[src/rtl/frac_n_pkg.sv]
// Shared types and helpers for the fractional-N divider sequencing controller.
package frac_n_pkg;

  localparam int STATE_W = 2;

  typedef enum logic [STATE_W-1:0] {
    ST_OFF    = 2'd0,
    ST_MRST   = 2'd1,
    ST_SETTLE = 2'd2,
    ST_RUN    = 2'd3
  } state_t;

  // Bits needed to hold a down-counter value in the range 0..max_count.
  function automatic int cnt_width(input int max_count);
    int w;
    w = 1;
    for (int i = 0; i < 31; i++) begin
      if ((1 << w) <= max_count) w = w + 1;
    end
    return w;
  endfunction

endpackage

[src/rtl/div_ratio_sat.sv]
// Adds the signed modulator dither to the integer ratio and saturates the
// result into the range the multi-modulus divider can actually produce.
module div_ratio_sat #(
  parameter int WIDTH_INT = 8,
  parameter int ORDER     = 3,
  parameter int DIV_MIN   = 16,
  parameter int DIV_MAX   = 255
) (
  input  logic [WIDTH_INT-1:0] n_int,
  input  logic [ORDER-1:0]     dither,
  input  logic                 use_dither,
  output logic [WIDTH_INT-1:0] ratio,
  output logic                 clamp
);

  // Two guard bits: one for the carry above the unsigned range, one for sign.
  localparam int SUM_W = WIDTH_INT + 2;
  localparam logic signed [SUM_W-1:0] MIN_S = SUM_W'(DIV_MIN);
  localparam logic signed [SUM_W-1:0] MAX_S = SUM_W'(DIV_MAX);

  logic signed [SUM_W-1:0] base;
  logic signed [SUM_W-1:0] offs;
  logic signed [SUM_W-1:0] sum;

  assign base = signed'({2'b00, n_int});
  assign offs = use_dither ? signed'({{(SUM_W-ORDER){dither[ORDER-1]}}, dither}) : '0;
  assign sum  = base + offs;

  // Saturate the sum to the divider limits and flag when that happened.
  always_comb begin
    ratio = sum[WIDTH_INT-1:0];
    clamp = 1'b0;
    if (sum < MIN_S) begin
      ratio = WIDTH_INT'(DIV_MIN);
      clamp = 1'b1;
    end else if (sum > MAX_S) begin
      ratio = WIDTH_INT'(DIV_MAX);
      clamp = 1'b1;
    end
  end

endmodule

[src/rtl/frac_n_ctrl.sv]
// Sequencing controller for the fractional-N divider: owns the MASH modulator
// reset and input word, produces the per-cycle division ratio and applies
// new channel settings through a valid/ready handshake.
//
//   state  | meaning
//   OFF    | loop idle, modulator held in reset, config may be written
//   MRST   | modulator reset pulse, undithered ratio to the divider
//   SETTLE | modulator running but its output not yet trusted
//   RUN    | dithered ratio, seamless config updates allowed
module frac_n_ctrl
  import frac_n_pkg::*;
#(
  parameter int WIDTH_MODULUS = 16,
  parameter int ORDER         = 3,
  parameter int WIDTH_INT     = 8,
  parameter int DIV_MIN       = 16,
  parameter int DIV_MAX       = 255,
  parameter int DEFAULT_INT   = 64,
  parameter int RST_CYCLES    = 2,
  parameter int SETTLE_CYCLES = 11
) (
  input  logic                     clk,
  input  logic                     rst_n,
  input  logic                     enable,
  input  logic                     cfg_valid,
  output logic                     cfg_ready,
  input  logic [WIDTH_INT-1:0]     cfg_n_int,
  input  logic [WIDTH_MODULUS-1:0] cfg_n_frac,
  input  logic                     cfg_reseed,
  output logic                     mod_rst,
  output logic [WIDTH_MODULUS-1:0] mod_data_in,
  input  logic [ORDER-1:0]         mod_data_out,
  output logic [WIDTH_INT-1:0]     div_ratio,
  output logic                     div_valid,
  output logic                     clamp_flag,
  input  logic                     clamp_clr,
  output logic [STATE_W-1:0]       state_o
);

  localparam int CNT_MAX = (RST_CYCLES > SETTLE_CYCLES) ? RST_CYCLES : SETTLE_CYCLES;
  localparam int CNT_W   = cnt_width(CNT_MAX);
  localparam logic [CNT_W-1:0] RST_LOAD    = CNT_W'(RST_CYCLES - 1);
  localparam logic [CNT_W-1:0] SETTLE_LOAD = CNT_W'(SETTLE_CYCLES - 1);

  state_t                   state;
  state_t                   state_nxt;
  logic [CNT_W-1:0]         cnt;
  logic [WIDTH_INT-1:0]     n_int_r;
  logic [WIDTH_MODULUS-1:0] n_frac_r;
  logic                     cfg_xfer;
  logic                     use_dither;
  logic [WIDTH_INT-1:0]     sat_ratio;
  logic                     sat_clamp;

  assign cfg_xfer   = cfg_valid & cfg_ready;
  // Dither only feeds the divider while the modulator stays in RUN; a reseed
  // edge already uses the plain integer ratio.
  assign use_dither = (state == ST_RUN) && (state_nxt == ST_RUN);
  assign state_o    = state;

  div_ratio_sat #(
    .WIDTH_INT (WIDTH_INT),
    .ORDER     (ORDER),
    .DIV_MIN   (DIV_MIN),
    .DIV_MAX   (DIV_MAX)
  ) u_sat (
    .n_int      (n_int_r),
    .dither     (mod_data_out),
    .use_dither (use_dither),
    .ratio      (sat_ratio),
    .clamp      (sat_clamp)
  );

  // Next-state decision; enable low overrides everything.
  always_comb begin
    state_nxt = state;
    if (!enable) begin
      state_nxt = ST_OFF;
    end else begin
      case (state)
        ST_OFF:    state_nxt = ST_MRST;
        ST_MRST:   if (cnt == '0) state_nxt = ST_SETTLE;
        ST_SETTLE: if (cnt == '0) state_nxt = ST_RUN;
        ST_RUN:    if (cfg_xfer && cfg_reseed) state_nxt = ST_MRST;
        default:   state_nxt = ST_OFF;
      endcase
    end
  end

  // State, shared phase counter, config registers and all registered outputs.
  always_ff @(posedge clk or negedge rst_n) begin
    if (!rst_n) begin
      state       <= ST_OFF;
      cnt         <= '0;
      n_int_r     <= WIDTH_INT'(DEFAULT_INT);
      n_frac_r    <= '0;
      mod_rst     <= 1'b1;
      mod_data_in <= '0;
      div_ratio   <= WIDTH_INT'(DEFAULT_INT);
      div_valid   <= 1'b0;
      clamp_flag  <= 1'b0;
      cfg_ready   <= 1'b1;
    end else begin
      state       <= state_nxt;
      mod_data_in <= n_frac_r;
      if (cfg_xfer) begin
        n_int_r  <= cfg_n_int;
        n_frac_r <= cfg_n_frac;
      end

      case (state_nxt)
        ST_MRST:   cnt <= (state != ST_MRST)   ? RST_LOAD    : cnt - 1'b1;
        ST_SETTLE: cnt <= (state != ST_SETTLE) ? SETTLE_LOAD : cnt - 1'b1;
        default:   cnt <= '0;
      endcase

      mod_rst   <= (state_nxt == ST_OFF) || (state_nxt == ST_MRST);
      cfg_ready <= (state_nxt == ST_OFF) || (state_nxt == ST_RUN);
      div_valid <= (state_nxt != ST_OFF);

      // The ratio holds its last value while idle; only freshly loaded
      // ratios can raise the sticky clamp indication.
      if (state_nxt != ST_OFF) div_ratio <= sat_ratio;

      if ((state_nxt != ST_OFF) && sat_clamp) clamp_flag <= 1'b1;
      else if (clamp_clr)                     clamp_flag <= 1'b0;
    end
  end

endmodule
[config.mk]
export PLATFORM = sky130hd
export DESIGN_NAME = frac_n_ctrl
export DESIGN_NICKNAME = d
export VERILOG_FILES = /design/src/rtl/frac_n_pkg.sv /design/src/rtl/div_ratio_sat.sv /design/src/rtl/frac_n_ctrl.sv
export SDC_FILE = /design/constraint.sdc
export NUM_CORES = 1
export LEC_CHECK = 0
export BUFFER_PORTS_ARGS = -buffer_cell sky130_fd_sc_hd__buf_2
export CAP_MARGIN = 5
export CORE_AREA = 3 3 82 84
export CTS_BUF_LIST = sky130_fd_sc_hd__clkbuf_8
export DETAILED_ROUTE_END_ITERATION = 7
export DIE_AREA = 0 0 85 87
export PLACE_DENSITY = 0.67
export SYNTH_ARGS = -nofsm -noshare
export SYNTH_HDL_FRONTEND = slang
export SYNTH_SLANG_ARGS = --single-unit
[constraint.sdc]
create_clock -name clk -period 7.2 [get_ports clk]
set_clock_uncertainty 0.1 [all_clocks]
set_input_delay 0 -clock clk [delete_from_list [all_inputs] [get_ports clk]]
set_output_delay 0 -clock clk [all_outputs]
set_load 0.02 [all_outputs]
* Word-level counts from Yosys, hierarchy flattened
Index checks and enable logic that the tools add are counted. W data, S select, Z words.
Storage, ports and cells: input bits 33, flip-flop bits (word level) 58, word-level logic and storage cells 48
Cells by class: muxes and demuxes 15, bitwise operators 1, order comparisons 2, $add $sub $neg 2, reductions and logical operators 10, equality and inequality tests 8
Operator list (count):
- $mux W8 | 2
- $add A9 B10 Y10 | 1
- $gt A10 B9 Y1 const B | 1
- $lt A10 B6 Y1 const B | 1
- $mux W10 | 1
- $eq A2 B2 Y1 const B | 4
- $mux W2 | 4
- $mux W4 | 2
- $pmux W2 S4 | 1
- $pmux W4 S2 | 1
- $eq A2 B1 Y1 const B | 2
- $logic_not A2 Y1 | 2
- $logic_not A4 Y1 | 1
- $mux W1 | 4
- $reduce_bool A2 Y1 | 2
- $sub A4 B1 Y4 const B | 1
- $logic_and A1 B1 Y1 | 3
- $logic_or A1 B1 Y1 | 2
- $ne A2 B1 Y1 const B | 1
- $ne A2 B2 Y1 const B | 1
- $and A1 B1 Y1 | 1

* Longest topological paths before layout
depth after elaboration 14, gate-level depth with buffers 18

* Modules after synthesis
From an unflattened synthesis, not the netlist that was laid out.
Unflattened totals: cells, all modules 217, area, all modules 2700.1 um^2
Modules (own cells, without submodules):
- frac_n_ctrl | sequential area each 1456.4 um^2, times used 1, cells each 139, area each 2143.3 um^2
- div_ratio_sat | sequential area each 0.0 um^2, times used 1, cells each 78, area each 556.8 um^2

* Least setup slack after synthesis
OpenSTA, ideal clock, no wires.
path kind register to register, from register cfg_ready, to register div_ratio[7], cell stages (with the launch flop) 17, arrival time 3.555 ns, path slack 3.422 ns, setup time 0.123 ns, required time 6.977 ns, path buffers 0, path through dfstp_2 -> nand2_1 -> o21ai_0 -> nand2_1 -> nand2_1 -> inv_1 -> ha_1 -> and3_1 -> and2_1 -> ha_1 -> fa_1 -> a21oi_1 -> nor3_1 -> or3_4 -> a2111oi_4 -> a211o_4 -> o21ai_2
Between the ends: longest elaborated chain between the ends 12
Ends and longest elaborated chain:
- start: declaration | line frac_n_ctrl.sv:26 | output logic cfg_ready,
- start signal: assignment | line frac_n_ctrl.sv:118 | cfg_ready <= (state_nxt == ST_OFF) || (state_nxt == ST_RUN);
- $and A1 B1 Y1 * | line frac_n_ctrl.sv:55 | assign cfg_xfer = cfg_valid & cfg_ready;
- $logic_and A1 B1 Y1 * | line frac_n_ctrl.sv:84 | ST_RUN: if (cfg_xfer && cfg_reseed) state_nxt = ST_MRST;
- $mux W2 * | line frac_n_ctrl.sv:84
- $pmux W2 S4 * | line frac_n_ctrl.sv:80 | case (state)
- $mux W2 * | line frac_n_ctrl.sv:77 | if (!enable) begin
- net state_nxt[1] | line frac_n_ctrl.sv:46 | state_t state_nxt;
- $eq A2 B2 Y1 | line frac_n_ctrl.sv:58 | assign use_dither = (state == ST_RUN) && (state_nxt == ST_RUN);
- $logic_and A1 B1 Y1 | line frac_n_ctrl.sv:58
- $mux W10 | line div_ratio_sat.sv:26 | assign offs = use_dither ? signed'({{(SUM_W-ORDER){dither[ORDER-1]}}, dither}) : '0;
- $add A9 B10 Y10 | line div_ratio_sat.sv:27 | assign sum = base + offs;
- $gt A10 B9 Y1 | line div_ratio_sat.sv:36 | end else if (sum > MAX_S) begin
- $mux W8 | line div_ratio_sat.sv:36
- $mux W8 | line div_ratio_sat.sv:33 | if (sum < MIN_S) begin
- end signal: assignment | line frac_n_ctrl.sv:99 | div_ratio <= WIDTH_INT'(DEFAULT_INT);
- end signal: assignment | line frac_n_ctrl.sv:123 | if (state_nxt != ST_OFF) div_ratio <= sat_ratio;
- end: declaration | line frac_n_ctrl.sv:33 | output logic [WIDTH_INT-1:0] div_ratio,
Mark *: on every way through the listed nets, which the timed path passes. The rest lies on a longest branch. A chain may end at the register's enable or synchronous reset.

* Worst setup path after layout
from register cfg_ready, to register div_ratio[3]
The elaborated chain is that of the path after synthesis.

==> impl_metrics.yaml <==
critical_path:
  critical_path_class: "flip-flop to flip-flop"
  cpPeakStageDelay_ns: 0.59
  crit_path_start_kind: "flip-flop"
  cp_slowest_cell: "nor3_1"
  cp_common_cell: "nand2_1"
  crit_arrival_ns: 4.76
  cp_max_fo: 25
  worstSetupEndpointType: "flip-flop"
  path_cells: "nand2_1, o21ai_0, nand2_1, nand2_1, inv_1, ha_1, and3_1, nand2_1, inv_1, ha_1, a21oi_2, o31ai_4, a221o_1, nor3_1, nor3_1, o21ai_2"
  crit_required_ns: 7.35
routing:
  viasPerCell: 4.927
  drc: 0
  routed-via-count: 1946
  routed_wl_um: 5382
  firstDrtPassIters: 4
  routedWlPerCell_um: 13.63
  ant_nets: 0
  drtIter0Drc: 61
power:
  ir_drop_v: 0.0002569
  power_density_mw_per_mm2: 437.1
  finalPower_mw: 1.569
  total_leakage_power_nw: 1.710
cts:
  cts_setup_buffers: 0
  cts.sinks: 58
  htree_levels: 3
  tritoncts: "built"
  post_cts_resized: 0
  cts_buffers: 9
  cts.path.max_buffers: 2
  clock_latency_ns: 0.33
  clkTransAtPathRegs_ns: 0.07
  clock_tree.root_cell: "clkbuf_8"
logic_synthesis:
  ys_ff_latch: 58
  synth_top_flop_cell: "dfrtp_1"
  synth_top_family_by_area: "compound AO/OA/AOI/OAI gates"
  synth_nets: 268
  synth_edf_count: 0
  synth_mux_area_share_pct: 10.38
  syn-cell-area_mm2: 0.002700
  synth_area_per_cell_um2: 12.33
  synth-seq-area-share_pct: 53.94
  synthAdderAreaFrac_pct: 7.692
  syn_inst: 219
  synth_xor_area_share_pct: 2.595
  yosys.area_share.simple_pct: 9.963
  synth_warnings: 0
  ys_types: 43
  synth_compound_area_share_pct: 13.21
  synthArstFlopShare_pct: 100.0
grt:
  grt_overflow: 0
  antenna_found_initial: 0
  grt_pass1_wl_um: 9135
  grt_max_degree: 59
  grt_usage_pct: 15.73
  grt_pass1_vias: 2022
floorplanning:
  core_mm2: 0.005991
  ioPinCount: 63
  die_area_mm2: 0.007395
  dieHeight_um: 87
  start_util_pct: 45.07
  core.rowCount: 28
  die_x_um: 85
run_status:
  status: "complete, no violations"
finish:
  mostFrequentLayoutCells: "62 x buf_2, 54 x dfrtp_1, 27 x dlygate4sd3_1"
  fin_util_pct: 59.90
  seq_area_mm2: 0.001456
  final_common_cell: "buf_2"
  final_cells: 395
  multi_input_area_mm2: 0.001184
  diodes: 0
  design_area_mm2: 0.003588
  finalNetCount: 364
  syn2layout_area_growth_pct: 32.90
  drive_gt1_share_pct: 38.44
  fill_cells: 501
timing:
  rsz0062_at_grt: "false"
  hold_viol: 0
  setup_slack_ns: 2.585
  fmax_ghz: 0.2167
  slew_headroom_pct: 33.58
  post-route-min-period_ns: 4.615
  drv_slew: 0
  fin_setup_tns_ns: 0
  hold_slack_ns: 0.08270
  finalCritPeriodShare_pct: 64.09
  worst_pin_slew_ns: 0.9939
  setup_viol: 0
place:
  post-place-ws_ns: 2.560
  placed_cell_area_mm2: 0.003093
  place_hpwl_um: 3760
  placed_cells: 352
  finalWeightedCongestion: 0.8171
  port_buffers: 62
min_path:
  hp-class: "primary input to flip-flop"
run:
  max_cap_viol_count: 0
[routing by layer]
layer	part of all wire, %	routed length (um)	track usage, %	up-vias
li1	-	-	-	970
met1	45	2420	20.42	916
met2	47	2548	24.79	52
met3	6.2	333	4.920	8
met4	1.5	79	5.899	0
met5	0	0	0	-
[state kept, by name (all words and copies together), names as in the netlist]
register     cells
clamp_flag       1
cnt              4
n_frac_r        16
div_valid        1
state_o          2
div_ratio        8
mod_rst          1
cfg_ready        1
n_int_r          8
mod_data_in     16
[final timing paths]
kind | endpoint | slack [ns] | startpoint | cells past startpoint
min | state_o[1] | 0.08 | cfg_reseed | 6
min reg2reg | mod_data_in[12] | 0.27 | n_frac_r[12] | 0
max in group asynchronous | n_frac_r[14] | 6.28 | rst_n | 3
max reg2reg | div_ratio[3] | 2.59 | cfg_ready | 16
max | div_ratio[3] | 2.59 | cfg_ready | 16
min in group asynchronous | div_ratio[2] | 0.23 | rst_n | 3
[where the power goes]
part           leakage [nW]  switching, mW  internal, mW
clock                 0.106          0.139         0.197
sequential            0.688         0.0816         0.494
combinational         0.916          0.378         0.279
total                  1.71          0.598         0.970
[critical path: cells and delay by family (launching register included)]
kind,cells,cell delay (ns)
AOI/OAI and AO/OA,5,1.24
adders and majority gates,2,0.57
buffers and inverters,2,0.28
DFF,1,0.53
and+or+nand+nor,7,1.79
[what timing repair did]
| item | 4_1_cts | 5_1_grt |
|---|---|---|
| endpoints found under the hold margin | 81 | 0 |
| hold buffers | 27 | 0 |
| setup endpoints to repair | 0 | 0 |
[logic make-up after synthesis]
kind of cell,Yosys count
flops,58
simple gates,53
compound gates,43
mux,25
buf+inv,16
fa+ha+maj,16
xor+xnor,8
[Yosys cell counts (4+ instances only)]
library cell,n,share of area (%)
a21o_1,4,1.1
a21oi_1,9,1.7
clkbuf_1,5,0.70
dfrtp_1,54,50
dfstp_2,4,3.9
ha_1,15,7.0
inv_1,11,1.5
mux2_2,24,10
nand2_1,18,2.5
nor2_1,6,0.83
nor3_1,10,1.9
o21ai_2,7,2.3
xnor2_1,6,1.9
[layout make-up]
cell class              count  area share (%)
inverters                  11           1.151
well taps                  75           2.615
clock buffers               9           3.452
clock inverters             7           2.824
multi-input cells         145           32.98
flip-flops and latches     58           40.59
repair buffers             90           16.39
Power figures use the tool's default switching activity.
